===== src/rtl/seg7_scan_driver_if.sv =====
// Display-side bundle for seg7_scan_driver: BCD digit inputs in, multiplexed display drive out.
interface seg7_scan_driver_if;
    logic [3:0] hundreds;
    logic [3:0] tens;
    logic [3:0] ones;
    logic [3:0] status;
    logic       status_en;
    logic       blink_en;
    logic [6:0] seg;
    logic       dp;
    logic [3:0] an;
    logic       frame_tick;

    modport master (
        output hundreds, tens, ones, status, status_en, blink_en,
        input  seg, dp, an, frame_tick
    );

    modport slave (
        input  hundreds, tens, ones, status, status_en, blink_en,
        output seg, dp, an, frame_tick
    );
endinterface


===== src/rtl/seg7_scan_driver.sv =====
// Time-multiplexed 4-digit seven-segment driver with frame-synchronous latching,
// leading-zero blanking, invalid-BCD dash and whole-display blink.
module seg7_scan_driver #(
    parameter int unsigned CLK_HZ       = 100_000_000,
    parameter int unsigned REFRESH_HZ   = 1000,
    parameter int unsigned BLINK_FRAMES = 125,
    parameter int unsigned ACTIVE_LOW   = 1
) (
    input logic              clk,
    input logic              reset,
    seg7_scan_driver_if.slave bus
);
    localparam int unsigned Div  = CLK_HZ / REFRESH_HZ;
    localparam int unsigned CntW = (Div > 1) ? $clog2(Div) : 1;
    localparam int unsigned BfW  = (BLINK_FRAMES > 1) ? $clog2(BLINK_FRAMES) : 1;
    localparam logic        Inv  = (ACTIVE_LOW != 0);

    function automatic logic [6:0] decode(input logic [3:0] d);
        logic [6:0] s;
        case (d)
            4'd0:    s = 7'b0111111;
            4'd1:    s = 7'b0000110;
            4'd2:    s = 7'b1011011;
            4'd3:    s = 7'b1001111;
            4'd4:    s = 7'b1100110;
            4'd5:    s = 7'b1101101;
            4'd6:    s = 7'b1111101;
            4'd7:    s = 7'b0000111;
            4'd8:    s = 7'b1111111;
            4'd9:    s = 7'b1101111;
            default: s = 7'b1000000;
        endcase
        return s;
    endfunction

    logic [CntW-1:0] cnt_q;
    logic [1:0]      idx_q;
    logic [3:0]      sh_hun_q, sh_ten_q, sh_one_q, sh_sta_q;
    logic            sh_sta_en_q, sh_blink_q;
    logic [BfW-1:0]  pcnt_q;
    logic            phase_q;
    logic            blank_q;
    logic [6:0]      seg_q;
    logic [3:0]      an_q;
    logic            tick_q;

    logic            slot_edge, wrap;
    logic [1:0]      idx_d;
    logic [3:0]      hun_d, ten_d, one_d, sta_d;
    logic            sta_en_d, blank_d;
    logic [3:0]      digit;
    logic            vis;
    logic [6:0]      seg_on;
    logic [3:0]      an_on;

    always_comb begin
        slot_edge = (cnt_q == CntW'(Div - 1));
        wrap      = slot_edge && (idx_q == 2'd3);
        idx_d     = idx_q + 2'd1;
        hun_d     = wrap ? bus.hundreds  : sh_hun_q;
        ten_d     = wrap ? bus.tens      : sh_ten_q;
        one_d     = wrap ? bus.ones      : sh_one_q;
        sta_d     = wrap ? bus.status    : sh_sta_q;
        sta_en_d  = wrap ? bus.status_en : sh_sta_en_q;
        // Blink decision is frozen per frame, using the phase in force before this wrap.
        blank_d   = wrap ? (bus.blink_en & phase_q) : blank_q;

        digit = one_d;
        vis   = 1'b1;
        unique case (idx_d)
            2'd0: begin digit = one_d; vis = 1'b1;                              end
            2'd1: begin digit = ten_d; vis = !(hun_d == 4'd0 && ten_d == 4'd0); end
            2'd2: begin digit = hun_d; vis = (hun_d != 4'd0);                   end
            2'd3: begin digit = sta_d; vis = sta_en_d;                          end
        endcase
        seg_on = vis ? decode(digit) : 7'b0;
        an_on  = (vis && !blank_d) ? (4'b0001 << idx_d) : 4'b0000;
    end

    always_ff @(posedge clk or posedge reset) begin
        if (reset) begin
            cnt_q       <= '0;
            idx_q       <= 2'd3;
            sh_hun_q    <= '0;
            sh_ten_q    <= '0;
            sh_one_q    <= '0;
            sh_sta_q    <= '0;
            sh_sta_en_q <= 1'b0;
            sh_blink_q  <= 1'b0;
            pcnt_q      <= '0;
            phase_q     <= 1'b0;
            blank_q     <= 1'b0;
            seg_q       <= {7{Inv}};
            an_q        <= {4{Inv}};
            tick_q      <= 1'b0;
        end else begin
            tick_q <= wrap;
            if (slot_edge) begin
                cnt_q <= '0;
                idx_q <= idx_d;
                seg_q <= seg_on ^ {7{Inv}};
                an_q  <= an_on ^ {4{Inv}};
            end else begin
                cnt_q <= cnt_q + CntW'(1);
            end
            if (wrap) begin
                sh_hun_q    <= hun_d;
                sh_ten_q    <= ten_d;
                sh_one_q    <= one_d;
                sh_sta_q    <= sta_d;
                sh_sta_en_q <= sta_en_d;
                sh_blink_q  <= bus.blink_en;
                blank_q     <= blank_d;
                if (pcnt_q == BfW'(BLINK_FRAMES - 1)) begin
                    pcnt_q  <= '0;
                    phase_q <= ~phase_q;
                end else begin
                    pcnt_q <= pcnt_q + BfW'(1);
                end
            end
        end
    end

    assign bus.seg        = seg_q;
    assign bus.an         = an_q;
    assign bus.dp         = Inv;
    assign bus.frame_tick = tick_q;
endmodule

===== src/flat_wrapper.sv =====
// flat-port wrapper written by rule: the top's interface ports become plain ports
module seg7_scan_driver_flat 
#(
    parameter int unsigned CLK_HZ       = 100_000_000,
    parameter int unsigned REFRESH_HZ   = 1000,
    parameter int unsigned BLINK_FRAMES = 125,
    parameter int unsigned ACTIVE_LOW   = 1
)
  (clk, reset, bus_hundreds, bus_tens, bus_ones, bus_status, bus_status_en, bus_blink_en, bus_seg, bus_dp, bus_an, bus_frame_tick);
  seg7_scan_driver_if bus_i ();
  input logic clk;
  input logic reset;
  input wire logic [$bits(bus_i.hundreds)-1:0] bus_hundreds;
  input wire logic [$bits(bus_i.tens)-1:0] bus_tens;
  input wire logic [$bits(bus_i.ones)-1:0] bus_ones;
  input wire logic [$bits(bus_i.status)-1:0] bus_status;
  input wire logic [$bits(bus_i.status_en)-1:0] bus_status_en;
  input wire logic [$bits(bus_i.blink_en)-1:0] bus_blink_en;
  output wire logic [$bits(bus_i.seg)-1:0] bus_seg;
  output wire logic [$bits(bus_i.dp)-1:0] bus_dp;
  output wire logic [$bits(bus_i.an)-1:0] bus_an;
  output wire logic [$bits(bus_i.frame_tick)-1:0] bus_frame_tick;
  assign bus_i.hundreds = bus_hundreds;
  assign bus_i.tens = bus_tens;
  assign bus_i.ones = bus_ones;
  assign bus_i.status = bus_status;
  assign bus_i.status_en = bus_status_en;
  assign bus_i.blink_en = bus_blink_en;
  assign bus_seg = bus_i.seg;
  assign bus_dp = bus_i.dp;
  assign bus_an = bus_i.an;
  assign bus_frame_tick = bus_i.frame_tick;
  seg7_scan_driver #(.CLK_HZ(CLK_HZ), .REFRESH_HZ(REFRESH_HZ), .BLINK_FRAMES(BLINK_FRAMES), .ACTIVE_LOW(ACTIVE_LOW)) u_core (.clk(clk), .reset(reset), .bus(bus_i));
endmodule

===== config.mk =====
export PLATFORM = sky130hd
export DESIGN_NAME = seg7_scan_driver_flat
export DESIGN_NICKNAME = d
export VERILOG_FILES = /design/src/rtl/seg7_scan_driver_if.sv /design/src/rtl/seg7_scan_driver.sv /design/src/flat_wrapper.sv
export SDC_FILE = /design/constraint.sdc
export NUM_CORES = 1
export LEC_CHECK = 0
export ABC_CLOCK_PERIOD_IN_PS = 5500
export CORE_MARGIN = 2
export CORE_UTILIZATION = 50
export CTS_CLUSTER_DIAMETER = 40
export DETAILED_ROUTE_END_ITERATION = 8
export HOLD_SLACK_MARGIN = 0.1
export PLACE_DENSITY = 0.72
export SLEW_MARGIN = 20
export SYNTH_ARGS = -nofsm -noshare
export SYNTH_HDL_FRONTEND = slang
export SYNTH_SLANG_ARGS = --single-unit

===== constraint.sdc =====
create_clock -name clk -period 5.5 [get_ports clk]
set_input_delay 0.825 -clock clk [delete_from_list [all_inputs] [get_ports clk]]
set_output_delay 0.825 -clock clk [all_outputs]
set_load 0.02 [all_outputs]

==> results.cfg, run 1 <==
[sta]
post-route-period-util = 0.6287
hold_viol_final = 0
max-slew-margin-rel = 0.5286
tightest_slew_ps = 707.2
tns_ps = 0
finalMaxSlewViolations = 0
fmax_mhz = 289.2
fin_crit_ps = 3458
fin_worst_skew_ps = 5.457
final-setup-viol-count = 0
rsz0062_at_grt = no

[clock_network]
clk_latency_ps = 340
cts_buffers = 9
h-tree-depth = 3
clk_pin_slew_ps = 60
clock_sinks = 57
cts_root_buf = clkbuf_8
cts_hold_buffers = 0
ctsResizeCount = 0
cts_tree = yes
cts_setup_buffers = 0
cts_max_path_buffers = 2

[power]
power_frac_clock = 0.448
swShare = 0.2122
vdd_drop_max_mv = 0.1482
pwr-share-seq = 0.517
p_int_uw = 642.5
power_uw = 815.6
combPwrFrac = 0.035
leakagePower_nw = 1.533
p_sw_uw = 173.1
power_density_nw_per_um2 = 225.2

[run_status]
status = finished, final reports clean

[min_path]
holdPathEnd = u_core.sh_one_q[3]
hold_depth = 2
worst_hold_path_type = flip-flop to flip-flop
hold_start = u_core.sh_one_q[3]

[place]
port-buffer-count = 31
hpwlAfterDp_um = 4510
gp_congestion = 0.9106
placed_area_um2 = 3442

[logic_synthesis]
postSynthNetCount = 347
ys.flop_type = dfrtp_1
synth_edf_count = 0
yosysWarnings = 0
seq_area_frac_synth = 0.4647
ys_ff_latch = 57
synth_area_per_cell_um2 = 9.886
synth_area_um2 = 3104
netlist-cell-type-count = 59
async_reset_ff_frac = 1.000
synthesis.instances = 314

[floorplanning]
core_um2 = 5956
rows = 28
start_util = 0.5212
die_w_um = 82.80
die_h_um = 82.80
io_pins = 33
die-area_um2 = 6855

[worst_setup_path]
slowest_delay_ps = 560
r2r_slack_ps = 2040
cp.required_ps = 5780
crit_fanout = 23
cp-startpoint = u_core.idx_q[1]
path_class = flip-flop to flip-flop
crit_arrival_ps = 3740
crit_top_cell = ha_1
path_buf_inv = 2
cp_cell_sequence = ha_1 -> inv_1 -> nor2_4 -> o21ai_0 -> o31ai_4 -> inv_2 -> ha_1 -> or2_2 -> a21oi_1 -> o22a_1
r2r-end = u_core.bus.seg[1]
r2r_cells = 10
end_kind = flip-flop
r2r_start = u_core.idx_q[1]
crit_family = compound AO/OA/AOI/OAI gates
cp_slowest_cell = dfstp_2
cp-start-kind = flip-flop

[global_route]
grt_overflow_total = 0
grt_max_degree = 58
grt_pass1_vias = 2247
grt_usage = 0.2164
grt_pass1_wl_um = 10810
antenna_found_initial = 0

[drt]
drtIter0Drc = 163
wirelength_um = 6436
drc = 0
vias = 2335
wire_per_inst_um = 15.14
viasPerCell = 5.494
drtPass1Iterations = 4
postRouteAntennaNets = 0

[finish]
stdcell_area_um2 = 3622
multi_input_area_um2 = 1531
fin_nets = 378
nFillCells = 532
antennaDiodeCount = 0
fin_util = 0.6082
register_area_um2 = 1443
final_layout_size_suffix_gt1_frac = 0.1457
syn_to_final_growth_pct = 16.69

[job]
cap_viol_max_count = 0
worst reg2reg max path, cell delays in order (launching register included):
cell and delay, ps:
dfstp_2 560, ha_1 490, inv_1 230, nor2_4 510, o21ai_0 270, o31ai_4 380
inv_2 100, ha_1 300, or2_2 290, a21oi_1 140, o22a_1 130
synth_stat cells, types with 2 or more instances:
| master | n | area (um2) |
|---|---|---|
| a211oi_1 | 4 | 30.03 |
| a21oi_1 | 9 | 45.04 |
| a21oi_2 | 2 | 17.52 |
| a22oi_1 | 2 | 15.01 |
| and2_1 | 5 | 31.28 |
| and3_1 | 3 | 18.77 |
| and4_1 | 3 | 26.28 |
| buf_2 | 2 | 10.01 |
| buf_6 | 2 | 22.52 |
| clkbuf_1 | 7 | 26.28 |
| dfrtp_1 | 44 | 1101 |
| dfstp_2 | 13 | 341.6 |
| ha_1 | 13 | 162.7 |
| inv_1 | 12 | 45.04 |
| mux2_2 | 3 | 33.78 |
| mux2i_1 | 4 | 40.04 |
| nand2_1 | 56 | 210.2 |
| nand3_1 | 14 | 70.07 |
| nand4_1 | 8 | 50.05 |
| nor2_1 | 26 | 97.59 |
| nor3_1 | 9 | 45.04 |
| o21ai_0 | 14 | 70.07 |
| o22ai_1 | 2 | 12.51 |
| or2_2 | 2 | 12.51 |
| or4_1 | 4 | 30.03 |
| xnor2_1 | 9 | 78.83 |
| xor2_1 | 10 | 87.58 |
registers in the layout (all words and copies together) (netlist names):
register,cells
u_core.blank_q,1
u_core.bus.an,4
u_core.bus.frame_tick,1
u_core.bus.seg,7
u_core.cnt_q,17
u_core.idx_q,2
u_core.pcnt_q,7
u_core.phase_q,1
u_core.sh_hun_q,4
u_core.sh_one_q,4
u_core.sh_sta_en_q,1
u_core.sh_sta_q,4
u_core.sh_ten_q,4
placed cells by master (no fill, tap or decap), types with 4 or more instances in the layout:
cell,count
dfstp_2,13
nand4_1,8
inv_1,11
or4_1,4
dfrtp_1,44
nor2_1,26
clkdlybuf4s50_1,31
a21oi_1,9
mux2i_1,4
ha_1,13
and2_1,5
nor3_1,9
o21ai_0,14
clkbuf_8,9
xor2_1,10
a211oi_1,4
xnor2_1,9
nand3_1,14
nand2_1,56
final cells by class:
| type | count | share of cell area |
|---|---|---|
| Clock buffer | 12 | 0.03731 |
| Tap cell | 75 | 0.02591 |
| Clock inverter | 4 | 0.01244 |
| Sequential cell | 57 | 0.3983 |
| Multi-Input combinational cell | 231 | 0.4228 |
| Timing Repair Buffer | 33 | 0.08981 |
| Inverter | 13 | 0.01347 |
cells by family after synthesis:
family | synth area share
and+or+nand+nor | 0.2378
DFF | 0.4647
AOI/OAI and AO/OA | 0.1246
buffers and inverters | 0.04192
xor gates and xnor gates | 0.05361
adders and majority gates | 0.05240
muxes | 0.02378
other | 0.001208
worst max path at each step:
stage	end	cells after the start
5_1_grt	u_core.bus.seg[1]	10
6_report	u_core.bus.seg[1]	10
3_3_place_gp	u_core.bus.seg[1]	10
2_1_floorplan	u_core.bus.seg[1]	13
3_5_place_dp	u_core.bus.seg[1]	10
4_1_cts	u_core.bus.seg[1]	10
power by group through the flow:
stage | clock, mW | sequential (mW) | combinational [mW]
after floorplan | 0 | 0.429 | 0.00979
after global placement | 0 | 0.429 | 0.0287
after detailed placement | 0 | 0.429 | 0.0288
after CTS | 0.378 | 0.422 | 0.0290
after global routing | 0.401 | 0.422 | 0.0316
final | 0.365 | 0.422 | 0.0284
metal layers:
metal  routed length, um  global-route usage
met1                2996              0.2970
met2                3026              0.3250
met3                 340             0.07684
met4                  73             0.06066
met5                   0                   0
per-stage QoR:
stage	setup WS (ps)	hold slack, ps	cells
2_1_floorplan	2600	434.7	314
3_3_place_gp	2170	454.5	409
3_5_place_dp	2039	464.1	409
4_1_cts	2024	473.8	425
5_1_grt	1781	500.0	425
6_report	2042	473.7	425
Power figures use the tool's default switching activity.
==> run 2: changes to the inputs <==
ABC_CLOCK_PERIOD_IN_PS = 3600   (was 5500)
clock period = 3.6 ns   (was 5.5 ns; I/O delays follow)
==> run 2 against run 1 <==
  * Routed wire length up 1.4%
  * Utilization up 1.2 points
  * Non-clock buffer count up 2
  * Power up 68%
  * Sequential power up 53%
  * Sequential cell count unchanged
  * Clock power up 87%
  * Global-route usage down 0.10 points
  * Critical path depth up 2
  * Setup slack worse by 1700 ps
  * First-iteration DRC count down 33%
  * Final area up 1.9%
  * Critical path type unchanged
==> results.cfg, run 2 (same netlist as run 1, synthesis figures left out) <==
[run_status]
status = finished, final reports clean

[finish]
regMostFlops = u_core.cnt_q
final_common_cell = nand2_1
final_layout_size_suffix_gt1_frac = 0.1563
final-instance-count-excl-fill = 427
fin_nets = 380
syn_to_final_growth_pct = 18.90
largest_reg_flops = 17
fin_util = 0.6197
final_cell_mix = nand2_1 (56), dfrtp_1 (44), clkdlybuf4s50_1 (31), nor2_1 (26)
stdcell_area_um2 = 3691
antennaDiodeCount = 0

[global_route]
grt_overflow_total = 0
grt_pass1_wl_um = 10750
grt_pass1_vias = 2237
grt_usage = 0.2154
grt_max_degree = 42
antenna_found_initial = 0

[worst_setup_path]
crit_arrival_ps = 3540
cp_slowest_cell = dfrtp_1
slowest_delay_ps = 380
crit_fanout = 16
end_kind = flip-flop
path_buf_inv = 0
path_class = flip-flop to flip-flop
cp_cell_sequence = ha_1 -> and4_2 -> and4_1 -> nand2_4 -> and3_1 -> a311oi_1 -> and2_1 -> a21o_1 -> ha_1 -> or2_2 -> a21oi_1 -> o22a_1
crit_top_cell = ha_1
cp-start-kind = flip-flop
cp.required_ps = 3890
crit_family = simple AND/OR/NAND/NOR gates

[floorplanning]
core_um2 = 5956
start_util = 0.5212
die_h_um = 82.80
die_w_um = 82.80
io_pins = 33
die-area_um2 = 6855
rows = 28

[sta]
fmax_mhz = 307.7
max-slew-margin-rel = 0.5409
post-route-period-util = 0.9028
fin_worst_skew_ps = 10.31
rsz0062_at_grt = no
finalMaxSlewViolations = 0
fin_crit_ps = 3250
final-setup-viol-count = 0
tns_ps = 0
setup_ws_ps = 349.8
hold_viol_final = 0
tightest_slew_ps = 683.4

[clock_network]
cts_max_path_buffers = 2
clk_latency_ps = 350
clk_pin_slew_ps = 70
cts_hold_buffers = 0
cts_buffers = 9
h-tree-depth = 3
cts_setup_buffers = 0
cts_tree = yes
clock_sinks = 57
ctsResizeCount = 0
cts_root_buf = clkbuf_8

[place]
hpwlAfterDp_um = 4655
gp_congestion = 0.9300
dp.cells = 411
port-buffer-count = 31
preCtsSetupSlack_ps = 381.1
placed_area_um2 = 3457

[drt]
wirelength_um = 6529
drtPass1Iterations = 4
postRouteAntennaNets = 0
drtIter0Drc = 109
viasPerCell = 5.557
wire_per_inst_um = 15.29
vias = 2373
drc = 0

[power]
leakagePower_nw = 1.565
power_density_nw_per_um2 = 371.3
vdd_drop_max_mv = 0.3448
p_sw_uw = 284.1
swShare = 0.2073
power_frac_clock = 0.498
pwr-share-seq = 0.470
combPwrFrac = 0.032
p_int_mw = 1.086

[job]
cap_viol_max_count = 0

[min_path]
worst_hold_path_type = primary input to asynchronous set/reset pin
[run 2: path summary, 6_finish.rpt]
check | startpoint | end | slack [ps] | cells after the start
max | u_core.cnt_q[0] | u_core.bus.seg[1] | 350 | 12
min | reset | u_core.blank_q | 470 | 2
max reg2reg | u_core.cnt_q[0] | u_core.bus.seg[1] | 350 | 12
min reg2reg | u_core.sh_sta_q[1] | u_core.sh_sta_q[1] | 470 | 2
max in group asynchronous | reset | u_core.idx_q[0] | 2280 | 3
min in group clk | u_core.sh_sta_q[1] | u_core.sh_sta_q[1] | 470 | 2
[run 2: area by class of cell]
cell class / count / area [um2]
Sequential cell: 57 / 1443
Fill cell: 512 / 2265
Tap cell: 75 / 93.84
Multi-Input combinational cell: 231 / 1531
Timing Repair Buffer: 35 / 340.3
Clock inverter: 3 / 42.54
Clock buffer: 13 / 191.4
Inverter: 13 / 48.80
[run 2: power by group through the flow]
stage               Combinational (mW)  Clock (mW)  Sequential [mW]
floorplan                       0.0150           0            0.655
global placement                0.0439           0            0.656
detailed placement              0.0441           0            0.655
CTS                             0.0442       0.696            0.644
global route                    0.0476       0.730            0.644
finish                          0.0434       0.683            0.644
[run 2: through the flow]
step | total power [mW] | hold slack, ps
floorplan | 0.6702 | 434.7
global placement | 0.6995 | 451.6
detailed placement | 0.6996 | 456.6
CTS | 1.384 | 469.8
global route | 1.422 | 492.5
finish | 1.370 | 466.1
[run 2: layer usage]
metal | global-route usage | vias up | share of wire
met1 | 0.2871 | 1134 | 0.47
met5 | 0 | - | 0
met2 | 0.3290 | 72 | 0.45
met4 | 0.07541 | 0 | 0.018
met3 | 0.07251 | 10 | 0.064
li1 | - | 1157 | -
